### src/rtl/seq_pkg.sv
// Shared types and code-conversion helpers for the selectable-sequence counter.
package seq_pkg;

  typedef enum logic [1:0] {
    MODE_RING    = 2'd0,
    MODE_JOHNSON = 2'd1,
    MODE_BINARY  = 2'd2,
    MODE_GRAY    = 2'd3
  } mode_t;

  localparam int unsigned MaxWidth = 64;
  typedef logic [MaxWidth-1:0] vec_t;

  // Callers zero-extend into vec_t and truncate back, so any width up to MaxWidth works.
  function automatic vec_t bin2gray(input vec_t b);
    return b ^ (b >> 1);
  endfunction

  function automatic vec_t gray2bin(input vec_t g);
    vec_t b;
    b = g;
    for (int i = MaxWidth - 2; i >= 0; i--) begin
      b[i] = b[i+1] ^ g[i];
    end
    return b;
  endfunction

endpackage

### src/rtl/seq_step_logic.sv
// Combinational one-step successor/predecessor for every sequence mode, plus boundary flag.
module seq_step_logic
  import seq_pkg::*;
#(
  parameter int unsigned WIDTH = 4
) (
  input  logic [WIDTH-1:0] i_state,
  input  mode_t            i_mode,
  input  logic             i_up,
  output logic [WIDTH-1:0] o_next,
  output logic             o_boundary
);

  logic [WIDTH-1:0] w_seed;
  logic             w_onehot;

  assign w_seed   = (i_mode == MODE_RING) ? WIDTH'(1) : '0;
  assign w_onehot = (i_state != '0) && ((i_state & (i_state - WIDTH'(1))) == '0);

  always_comb begin
    o_next = i_state;
    unique case (i_mode)
      MODE_RING: begin
        if (!w_onehot) begin
          o_next = w_seed;
        end else if (i_up) begin
          o_next = {i_state[WIDTH-2:0], i_state[WIDTH-1]};
        end else begin
          o_next = {i_state[0], i_state[WIDTH-1:1]};
        end
      end
      MODE_JOHNSON: begin
        if (i_up) o_next = {i_state[WIDTH-2:0], ~i_state[WIDTH-1]};
        else      o_next = {~i_state[0], i_state[WIDTH-1:1]};
      end
      MODE_BINARY, MODE_GRAY: begin
        // Gray mode steps its internal binary value; conversion happens at the output register.
        if (i_up) o_next = i_state + WIDTH'(1);
        else      o_next = i_state - WIDTH'(1);
      end
    endcase
  end

  assign o_boundary = i_up ? (o_next == w_seed) : (i_state == w_seed);

endmodule

### src/rtl/seq_counter.sv
// Selectable ring/Johnson/binary/Gray sequencer with direction, enable, checked load and wrap pulse.
module seq_counter
  import seq_pkg::*;
#(
  parameter int unsigned WIDTH = 4
) (
  input  logic             i_clk,
  input  logic             i_rst_n,
  input  logic             i_en,
  input  logic             i_up,
  input  logic             i_load,
  input  logic [WIDTH-1:0] i_load_value,
  input  mode_t            i_mode,
  output logic [WIDTH-1:0] o_count,
  output logic             o_wrap,
  output logic             o_load_err
);

  mode_t            r_mode;
  logic [WIDTH-1:0] r_bin;
  logic [WIDTH-1:0] r_count;
  logic             r_wrap;
  logic             r_load_err;

  mode_t            w_mode_d;
  logic [WIDTH-1:0] w_bin_d;
  logic [WIDTH-1:0] w_count_d;
  logic             w_wrap_d;
  logic             w_err_d;
  logic [WIDTH-1:0] w_next;
  logic             w_boundary;
  logic [WIDTH-1:0] w_lv_inv;
  logic             w_ring_ok;
  logic             w_john_ok;

  function automatic logic [WIDTH-1:0] seed(input mode_t m);
    return (m == MODE_RING) ? WIDTH'(1) : '0;
  endfunction

  seq_step_logic #(
    .WIDTH(WIDTH)
  ) u_step (
    .i_state   (r_bin),
    .i_mode    (r_mode),
    .i_up      (i_up),
    .o_next    (w_next),
    .o_boundary(w_boundary)
  );

  assign w_lv_inv  = ~i_load_value;
  assign w_ring_ok = (i_load_value != '0) &&
                     ((i_load_value & (i_load_value - WIDTH'(1))) == '0);
  // Legal Johnson codes are a run of ones anchored at the LSB, or its complement.
  assign w_john_ok = ((i_load_value & (i_load_value + WIDTH'(1))) == '0) ||
                     ((w_lv_inv & (w_lv_inv + WIDTH'(1))) == '0);

  always_comb begin
    w_mode_d = r_mode;
    w_bin_d  = r_bin;
    w_wrap_d = 1'b0;
    w_err_d  = 1'b0;
    if (i_mode != r_mode) begin
      w_mode_d = i_mode;
      w_bin_d  = seed(i_mode);
    end else if (i_load) begin
      unique case (r_mode)
        MODE_RING: begin
          w_bin_d = w_ring_ok ? i_load_value : seed(MODE_RING);
          w_err_d = !w_ring_ok;
        end
        MODE_JOHNSON: begin
          w_bin_d = w_john_ok ? i_load_value : seed(MODE_JOHNSON);
          w_err_d = !w_john_ok;
        end
        MODE_BINARY: w_bin_d = i_load_value;
        MODE_GRAY:   w_bin_d = WIDTH'(gray2bin(vec_t'(i_load_value)));
      endcase
    end else if (i_en) begin
      w_bin_d  = w_next;
      w_wrap_d = w_boundary;
    end
    w_count_d = (w_mode_d == MODE_GRAY) ? WIDTH'(bin2gray(vec_t'(w_bin_d))) : w_bin_d;
  end

  always_ff @(posedge i_clk or negedge i_rst_n) begin
    if (!i_rst_n) begin
      r_mode     <= MODE_RING;
      r_bin      <= WIDTH'(1);
      r_count    <= WIDTH'(1);
      r_wrap     <= 1'b0;
      r_load_err <= 1'b0;
    end else begin
      r_mode     <= w_mode_d;
      r_bin      <= w_bin_d;
      r_count    <= w_count_d;
      r_wrap     <= w_wrap_d;
      r_load_err <= w_err_d;
    end
  end

  assign o_count    = r_count;
  assign o_wrap     = r_wrap;
  assign o_load_err = r_load_err;

endmodule

### config.mk
export PLATFORM = sky130hd
export DESIGN_NAME = seq_counter
export DESIGN_NICKNAME = d
export VERILOG_FILES = /design/src/rtl/seq_pkg.sv /design/src/rtl/seq_step_logic.sv /design/src/rtl/seq_counter.sv
export SDC_FILE = /design/constraint.sdc
export NUM_CORES = 1
export LEC_CHECK = 0
export CELL_PAD_IN_SITES_DETAIL_PLACEMENT = 0
export CELL_PAD_IN_SITES_GLOBAL_PLACEMENT = 1
export CORE_ASPECT_RATIO = 2
export CORE_MARGIN = 2
export CORE_UTILIZATION = 44
export DETAILED_ROUTE_END_ITERATION = 6
export GPL_ROUTABILITY_DRIVEN = 0
export PLACE_DENSITY = 0.95
export SLEW_MARGIN = 20
export SYNTH_ARGS = -nofsm -noshare
export SYNTH_HDL_FRONTEND = slang
export SYNTH_HIERARCHICAL = 1
export SYNTH_SLANG_ARGS = --single-unit
### constraint.sdc
create_clock -name i_clk -period 5.4 [get_ports i_clk]
set_clock_uncertainty 0.2 [all_clocks]
set_input_delay 1.08 -clock i_clk [delete_from_list [all_inputs] [get_ports i_clk]]
set_output_delay 1.08 -clock i_clk [all_outputs]
set_load 0.05 [all_outputs]
== Word level (Yosys, flattened, before mapping) ==
Cells that the tools add are included.
Widths: inputs -> output; s select.

* Bits in registers: 12
* Output and inout port bits: 6
* Logic and storage cells: 64

* Add/subtract/negate cells: 5
* Equality and inequality tests: 7
* Muxes and demuxes: 22
* Bitwise operators: 11
* Reductions and logical operators: 14

{| class="wikitable"
|+ Operators with widths
! kind !! count
|-
| $mux 4 || 10
|-
| $and 4x4->4 || 4
|-
| $logic_not 4->1 || 4
|-
| $pmux 4 s4 || 1
|-
| $add 4x1->4 const B || 3
|-
| $pmux 4 s3 || 1
|-
| $eq 4x4->1 || 2
|-
| $mux 1 || 8
|-
| $reduce_bool 4->1 || 2
|-
| $sub 4x1->4 const B || 2
|-
| $eq 2x2->1 const B || 3
|-
| $logic_not 2->1 || 2
|-
| $not 4->4 || 1
|-
| $xor 4x3->4 || 1
|-
| $xor 1x1->1 || 3
|-
| $eq 2x1->1 const B || 1
|-
| $logic_and 1x1->1 || 2
|-
| $logic_not 1->1 || 2
|-
| $mux 2 || 1
|-
| $ne 2x2->1 || 1
|-
| $not 1->1 || 2
|-
| $pmux 1 s2 || 1
|-
| $reduce_or 2->1 || 1
|-
| $logic_or 1x1->1 || 1
|}

== Longest topological paths before layout ==
Gate-level depths: netlist (run 1).

* Word-level depth: 11
* Depth in mapped cells: 12
* Depth with buffers taken out: 12

== By module ==
Netlist (run 1), hierarchy kept.

{| class="wikitable"
|+ Modules (own cells, without submodules)
! module !! times used !! cells an instance !! area an instance (sq um) !! sequential area each (sq um)
|-
| seq_counter || 1 || 104 || 870.8 || 277.8
|-
| seq_step_logic || 1 || 51 || 384.1 || 0.0
|}

== Worst setup path before layout (run 1) ==
Ideal clock, no wire load.

* Path kind: input -> register
* From: input i_load_value[3]
* To: register r_count[1] (netlist: o_count[1])
* Library setup time: 0.079 ns
* Arrival time: 2.631 ns
* Setup slack: 2.490 ns
* Stages on the path: 8
* Cell sequence: clkbuf_1 inv_1 ha_1 nor4_2 nand2_1 a311o_1 nor3_1 xor2_1

* Cells in the longest elaborated chain, start to end: 11
* Elaborated cells on any way between the ends: 22
* Classes of those cells: 3 x add/sub; 6 x mux; 7 x bitwise; 6 x reduce/logical

{| class="wikitable"
|+ Ends and longest elaborated chain
! what !! RTL line !! source
|-
| start: declaration || seq_counter.sv:12 || <nowiki>input logic [WIDTH-1:0] i_load_value,</nowiki>
|-
| $not 4->4 || seq_counter.sv:50 || <nowiki>assign w_lv_inv = ~i_load_value;</nowiki>
|-
| $add 4x1->4 || seq_counter.sv:55 || <nowiki>((w_lv_inv & (w_lv_inv + WIDTH'(1))) == '0);</nowiki>
|-
| $and 4x4->4 || seq_counter.sv:55 ||
|-
| $logic_not 4->1 || seq_counter.sv:55 ||
|-
| $logic_or 1x1->1 || seq_counter.sv:54 || <nowiki>assign w_john_ok = ((i_load_value & (i_load_value + WIDTH'(1))) == '0) ||</nowiki>
|-
| $mux 4 || seq_counter.sv:72 || <nowiki>w_bin_d = w_john_ok ? i_load_value : seed(MODE_JOHNSON);</nowiki>
|-
| $pmux 4 s4 (*) || seq_counter.sv:66 || <nowiki>unique case (r_mode)</nowiki>
|-
| $mux 4 (*) || seq_counter.sv:65 || <nowiki>end else if (i_load) begin</nowiki>
|-
| $mux 4 (*) || seq_counter.sv:62 || <nowiki>if (i_mode != r_mode) begin</nowiki>
|-
| $xor 4x3->4 || seq_pkg.sv:16 || <nowiki>return b ^ (b >> 1);</nowiki>
|-
| $mux 4 (*) || seq_counter.sv:82 || <nowiki>w_count_d = (w_mode_d == MODE_GRAY) ? WIDTH'(bin2gray(vec_t'(w_bin_d))) : w_bin_d;</nowiki>
|-
| via w_count_d[1] || seq_counter.sv:27 || <nowiki>logic [WIDTH-1:0] w_count_d;</nowiki>
|-
| end signal: assignment || seq_counter.sv:95 || <nowiki>r_count <= w_count_d;</nowiki>
|-
| end: declaration || seq_counter.sv:21 || <nowiki>logic [WIDTH-1:0] r_count;</nowiki>
|}

The timed path passes the listed nets; every way through them passes the cells marked *.

== Final worst setup path (run 1) ==
* From: input i_up
* To: register r_count[0] (netlist: o_count[0])

* Cells in the longest elaborated chain, start to end: 8
* Elaborated cells on any way between the ends: 10
* Classes of those cells: 9 x mux; 1 x bitwise

{| class="wikitable"
|+ Ends and longest elaborated chain
! what !! RTL line !! source
|-
| start: declaration || seq_counter.sv:10 || <nowiki>input logic i_up,</nowiki>
|-
| $mux 4 || seq_step_logic.sv:26 || <nowiki>end else if (i_up) begin</nowiki>
|-
| $mux 4 || seq_step_logic.sv:24 || <nowiki>if (!w_onehot) begin</nowiki>
|-
| $pmux 4 s3 (*) || seq_step_logic.sv:22 || <nowiki>unique case (i_mode)</nowiki>
|-
| via w_next[0] || seq_counter.sv:30 || <nowiki>logic [WIDTH-1:0] w_next;</nowiki>
|-
| $mux 4 (*) || seq_counter.sv:78 || <nowiki>end else if (i_en) begin</nowiki>
|-
| $mux 4 (*) || seq_counter.sv:65 ||
|-
| $mux 4 (*) || seq_counter.sv:62 ||
|-
| via w_bin_d[0] || seq_counter.sv:26 || <nowiki>logic [WIDTH-1:0] w_bin_d;</nowiki>
|-
| $xor 4x3->4 || seq_pkg.sv:16 ||
|-
| $mux 4 (*) || seq_counter.sv:82 ||
|-
| via w_count_d[0] || seq_counter.sv:27 ||
|}

Marks and branches as above.

==> metrics.yaml, run 1 <==
timing:
  hold_viol: 0
  finalCritPeriodShare: 0.6640
  worst_slew_pin_slew_ns: 0.8374
  tns_ns: 0
  slew_headroom: 0.4417
  period_needed_ns: 3.586
  finalSetupViolCount: 0
  finalMaxSlewViolations: 0
  fmax_mhz: 278.9
  rsz0062_at_grt: "false"
clock_network:
  cts_setup_buffers: 0
  cts_root_buffer: "clkbuf_8"
  post_cts_resized: 0
  hold_buffers: 0
  cts_sinks: 11
  cts_tree: "done"
  cts_max_level: 1
  clock_path_buffers: 2
  clk_pin_slew_ns: 0.05
  clock_latency_ns: 0.23
  cts_buffers: 3
setup_path:
  critPathMaxFanout: 16
  cp_slowest_stage_delay_ns: 0.86
  setup.worst_path.end_class: "register"
  critical_path_class: "in -> reg"
  critPathTopFamily: "compound AO/OA/AOI/OAI gates"
  worstPathArrival_ns: 3.54
  critPathBufInv: 1
  cpMaxStageDelayCell: "clkdlybuf4s50_1"
  cp_data_required_time_ns: 5.35
  startpoint_type: "primary input"
  cp_cell_sequence: "clkdlybuf4s50_1, nand2_1, nor4bb_1, a21oi_1, o31ai_1, a211oi_1, a31oi_1, o22a_1, xor2_1"
final_layout:
  syn2layout_area_growth_pct: 12.76
  fillers: 270
  multi_input_area_um2: 865.8
  diodes: 0
  ff_latch_area_um2: 277.8
  final_nets: 178
  drive_above_1_share: 0.1056
grt:
  grt_pass1_vias: 1152
  grt_usage: 0.1922
  grtUsageMet3: 0.02262
  grt_pass1_wl_um: 5030
  grt_max_degree: 30
  grt_overflow_total: 0
  use_met2: 0.3859
  antenna_found_initial: 0
  grt_use_met1: 0.1796
  grt_busiest_layer: "met2"
floorplan:
  die_x_um: 41.77
  die_h_um: 79.53
  ios: 17
  dieArea_mm2: 0.003321
  row_count: 27
  coreArea_mm2: 0.002736
  start_util: 0.4586
yosys:
  synth.most_common_cell: "nor2_1"
  synthFlopType: "dfrtp_1"
  ys_types: 57
  ys_ff_latch: 11
  synth_edf_count: 0
  synthArstFlopShare: 1.000
  synth_cells: 155
  syn-num-nets: 171
  netlist_area_mm2: 0.001255
  seq_area_frac_synth: 0.2213
  synth.area.top_cells: "dfrtp_1 (18%), mux2i_1 (5.6%), ha_1 (5.0%)"
  synth_area_leader_cell: "dfrtp_1"
  synth_top_cells_by_count: "nor2_1 (13), nand2_1 (11), dfrtp_1 (9), clkbuf_1 (8), inv_1 (8)"
  synth.top_cell.area_share: 0.1795
  syn_avg_cell_area_um2: 8.096
  ys_warn_count: 6
routing:
  drtAntennaViolNets: 0
  wire_per_inst_um: 15.95
  route.vias.total: 1192
  remaining_drc_errors: 0
  drtIter0Drc: 33
  wl_um: 3031
  via_per_inst: 6.274
  firstDrtPassIters: 4
power_and_ir_drop:
  power.density_mw_per_mm2: 208.3
  peakVddDrop_v: 0.0001849
  power.leakage_nw: 0.5785
  total_power_mw: 0.2948
min_path:
  hold_path.class: "reg -> reg"
job:
  cap_violations: 0
run_status:
  status: "completed"
placed_design:
  port_buffers: 16
  place_hpwl_um: 2288
-- stage by stage --
step | std cells | util | hold WS (ns) | cell area, um2 | setup WS, ns
after global routing | 190 | 0.5171 | 0.8583 | 1415 | 1.720
after floorplan | 155 | - | 0.5844 | 1255 | 2.490
after CTS | 190 | 0.5171 | 0.7834 | 1415 | 1.863
after global placement | 186 | 0.5007 | 0.7724 | 1370 | 1.724
final | 190 | 0.5171 | 0.7914 | 1415 | 1.814
after detailed placement | 186 | 0.5007 | 0.7684 | 1370 | 1.714
-- sequential cells by signal, summed over array words and instances, names as in the netlist --
name and count:
r_bin 4, o_count 3, r_mode 2, o_load_err 1, o_wrap 1
-- logic make-up after synthesis --
| kind of cell | share of synthesized area |
|---|---|
| simple gates | 0.2811 |
| mux | 0.06481 |
| compound gates | 0.2313 |
| buf+inv | 0.08873 |
| xor+xnor | 0.06281 |
| fa+ha+maj | 0.04985 |
| flops | 0.2213 |
-- layer usage --
metal,routed length (um),share of wire
met1,1100,0.36
met2,1793,0.59
met3,86,0.028
met4,50,0.016
met5,0,0
-- where the power goes --
part	leakage, nW	switching, mW	internal (mW)
clock	0.0228	0.0280	0.0516
combinational	0.416	0.0639	0.0499
sequential	0.140	0.0116	0.0898
total	0.579	0.103	0.191
-- area by class of cell --
type / instances / area share
Clock buffer: 4 / 0.03183
Inverter: 8 / 0.02122
Sequential cell: 11 / 0.1963
Multi-Input combinational cell: 122 / 0.6118
Tap cell: 29 / 0.02564
Timing Repair Buffer: 16 / 0.1132
-- final timing paths --
| kind | from | endpoint | slack [ns] | cells after the start |
|---|---|---|---|---|
| setup / recovery | i_up | o_count[0] | 1.81 | 9 |
| hold / removal | r_bin[3] | r_bin[3] | 0.79 | 4 |
| setup reg to reg | r_bin[2] | o_count[2] | 2.34 | 9 |
| hold reg to reg | r_bin[3] | r_bin[3] | 0.79 | 4 |
| max in group asynchronous | i_rst_n | o_count[0] | 3.70 | 1 |
| min in group asynchronous | i_rst_n | r_mode[1] | 0.96 | 1 |
-- worst reg2reg max path, delay by kind of cell, from the launching register on --
family	cells	cell delay (ns)
AO/OA/AOI/OAI	4	0.95
AND/OR/NAND/NOR	2	0.78
flip-flops	1	0.49
adder cells (fa/ha/maj)	1	0.20
XOR/XNOR	1	0.17
multiplexers	1	0.15
-- cell usage in the layout (no fill, tap or decap), types with 2 or more instances in the layout --
master and count:
or2_1 2, nor3_1 3, nor3_2 2, o21ai_0 4, xor2_1 4, or4_1 2
nand2_1 11, clkdlybuf4s50_1 16, a31oi_1 3, dfrtp_1 9, nor2_1 13, o2111ai_1 2
a211oi_1 3, o211ai_1 2, mux2i_1 7, o21ai_1 3, nand3_1 4, a311o_1 2
o31ai_1 3, nor4_1 2, and3_1 2, dfstp_2 2, clkbuf_8 3, xnor2_1 5
nand2b_1 2, or3_2 2, nor2b_1 4, a21oi_1 6, ha_1 5, inv_1 8
(Power assumes the default switching activity.)
==> run 2, diff against run 1 <==
CORE_UTILIZATION = 41   (was 44)
PLACE_DENSITY = 0.91   (was 0.95)
clock period = 3.7 ns   (was 5.4 ns; I/O delays follow)
==> metrics.yaml, run 2 (synthesis gave the netlist of run 1 again) <==
run_status:
  status: "completed"  # unchanged
clock_network:
  clock_latency_ns: 0.23  # about the same
  cts_sinks: 11  # unchanged
  hold_buffers: 0  # unchanged
  clock_path_buffers: 2  # unchanged
  cts_setup_buffers: 0  # unchanged
  cts_root_buffer: "clkbuf_8"  # unchanged
  cts_buffers: 3  # unchanged
  cts_max_level: 1  # unchanged
  cts_tree: "done"  # unchanged
  clk_pin_slew_ns: 0.05  # about the same
  post_cts_resized: 0  # unchanged
timing:
  fmax_mhz: 330.2
  hold_viol: 0  # unchanged
  tns_ns: 0  # unchanged
  finalCritPeriodShare: 0.8186
  finalMaxSlewViolations: 0  # unchanged
  hold_ws_ns: 0.6327  # was 0.7914 ns
  finalSetupViolCount: 0  # unchanged
  worst_slew_pin_slew_ns: 0.8522  # was 0.8374 ns
  rsz0062_at_grt: "false"  # unchanged
  fin_ws_ns: 0.6713  # was 1.814 ns
  slew_headroom: 0.4319  # was 0.4417
  period_needed_ns: 3.029
placed_design:
  port_buffers: 16  # unchanged
  dpl_cell_area_mm2: 0.001386  # was 0.001370 mm2
  post-place-ws_ns: 0.4525  # was 1.714 ns
  place_inst: 189  # was 186
  place_hpwl_um: 2516  # was 2288 um
routing:
  wl_um: 3256  # was 3031 um
  drtIter0Drc: 33  # unchanged
  wire_per_inst_um: 16.87  # was 15.95 um
  drtAntennaViolNets: 0  # unchanged
  firstDrtPassIters: 4  # unchanged
  remaining_drc_errors: 0  # unchanged
  route.vias.total: 1192  # unchanged
  via_per_inst: 6.176  # was 6.274
setup_path:
  setup.worst_path.end_class: "register"  # unchanged
  regToRegSetupSlack_ns: 0.69  # was 2.34 ns
  startpoint_type: "primary input"  # unchanged
  cp_data_required_time_ns: 3.66  # was 5.35 ns
  critPathMaxFanout: 16  # unchanged
  worstPathArrival_ns: 2.99  # was 3.54 ns
  critical_path_class: "in -> reg"  # unchanged
grt:
  grtUsageMet3: 0.01304  # was 0.02262
  antenna_found_initial: 0  # unchanged
  grt_pass1_vias: 1202  # was 1,152
  grt_busiest_layer: "met2"  # unchanged
  grt_overflow_total: 0  # unchanged
  use_met2: 0.3731  # was 0.3859
  grt_max_degree: 30  # unchanged
  grt_pass1_wl_um: 5313  # was 5030 um
  grt_usage: 0.1931  # was 0.1922
  grt_use_met1: 0.1952  # was 0.1796
power_and_ir_drop:
  internal_power_mw: 0.2808  # was 0.1913 mW
  combPwrFrac: 0.389  # was 0.386
  peakVddDrop_v: 0.0002694  # was 0.0001849 V
  switching_share: 0.3520  # was 0.3510
  power.density_mw_per_mm2: 302.7  # was 208.3 mW/mm2
  total_power_mw: 0.4333  # was 0.2948 mW
  pwr-share-seq: 0.341  # was 0.344
  power.leakage_nw: 0.5882  # was 0.5785 nW
  switchingPower_mw: 0.1525  # was 0.1035 mW
  p_clk_frac: 0.271  # was 0.270
final_layout:
  syn2layout_area_growth_pct: 14.06  # was 12.76%
  drive_above_1_share: 0.1166  # was 0.1056
  fillers: 311  # was 270
  top_register: "r_bin"  # unchanged
  ff_latch_area_um2: 277.8  # unchanged
  final_util: 0.4864  # was 0.5171
  largest_reg_flops: 4  # unchanged
  final_common_cell: "clkdlybuf4s50_1"  # unchanged
  final_nets: 180  # was 178
  stdcell_area_mm2: 0.001431  # was 0.001415 mm2
  diodes: 0  # unchanged
  mostFrequentLayoutCells: "clkdlybuf4s50_1 (16), nor2_1 (13), nand2_1 (11), dfrtp_1 (9), inv_1 (8)"  # unchanged
  fin_cells: 193  # was 190
  multi_input_area_um2: 865.8  # unchanged
job:
  cap_violations: 0  # unchanged
floorplan:
  die_x_um: 43.12  # was 41.77 um
  start_util: 0.4264  # was 0.4586
  row_count: 28  # was 27
  coreArea_mm2: 0.002943  # was 0.002736 mm2
  ios: 17  # unchanged
  dieArea_mm2: 0.003546  # was 0.003321 mm2
  die_h_um: 82.24  # was 79.53 um
min_path:
  hold_path.class: "in -> async"  # was reg -> reg
==> run 2: final cells by class <==
class	instances	share of cell area
Multi-Input combinational cell	122	0.6049
Sequential cell	11	0.1941
Timing Repair Buffer	18	0.1224
Clock buffer	4	0.03147
Tap cell	30	0.02622
Inverter	8	0.02098
==> run 2: power groups by stage <==
stage	sequential (mW)	combinational, mW	clock, mW
3_3_place_gp	0.149	0.163	0
6_report	0.148	0.168	0.117
2_1_floorplan	0.155	0.116	0
3_5_place_dp	0.149	0.166	0
4_1_cts	0.148	0.168	0.120
5_1_grt	0.150	0.184	0.125
==> run 2: worst max-delay path: stages <==
cell and delay, ns:
clkdlybuf4s50_1 0.85, nand2_1 0.18, nor4bb_1 0.16, a21oi_1 0.21
o31ai_1 0.11, a211oi_1 0.26, a31oi_1 0.06, o22a_1 0.23
xor2_1 0.17
==> run 2: layer usage <==
metal  part of all wire  wire length (um)  up-vias
met5                  0                 0        -
met4              0.044               144        0
met3              0.019                63       10
met2               0.56              1839       27
met1               0.37              1209      572
li1                   -                 -      583
==> run 2: path summary, 6_finish.rpt <==
kind	from	cells past startpoint	to
min in group i_clk	r_bin[3]	4	r_bin[3]
worst max register to register	r_bin[2]	10	o_count[1]
worst min register to register	r_bin[3]	4	r_bin[3]
worst min-delay path	i_rst_n	1	r_mode[0]
max in group asynchronous	i_rst_n	1	r_bin[0]
worst max-delay path	i_up	9	o_count[0]
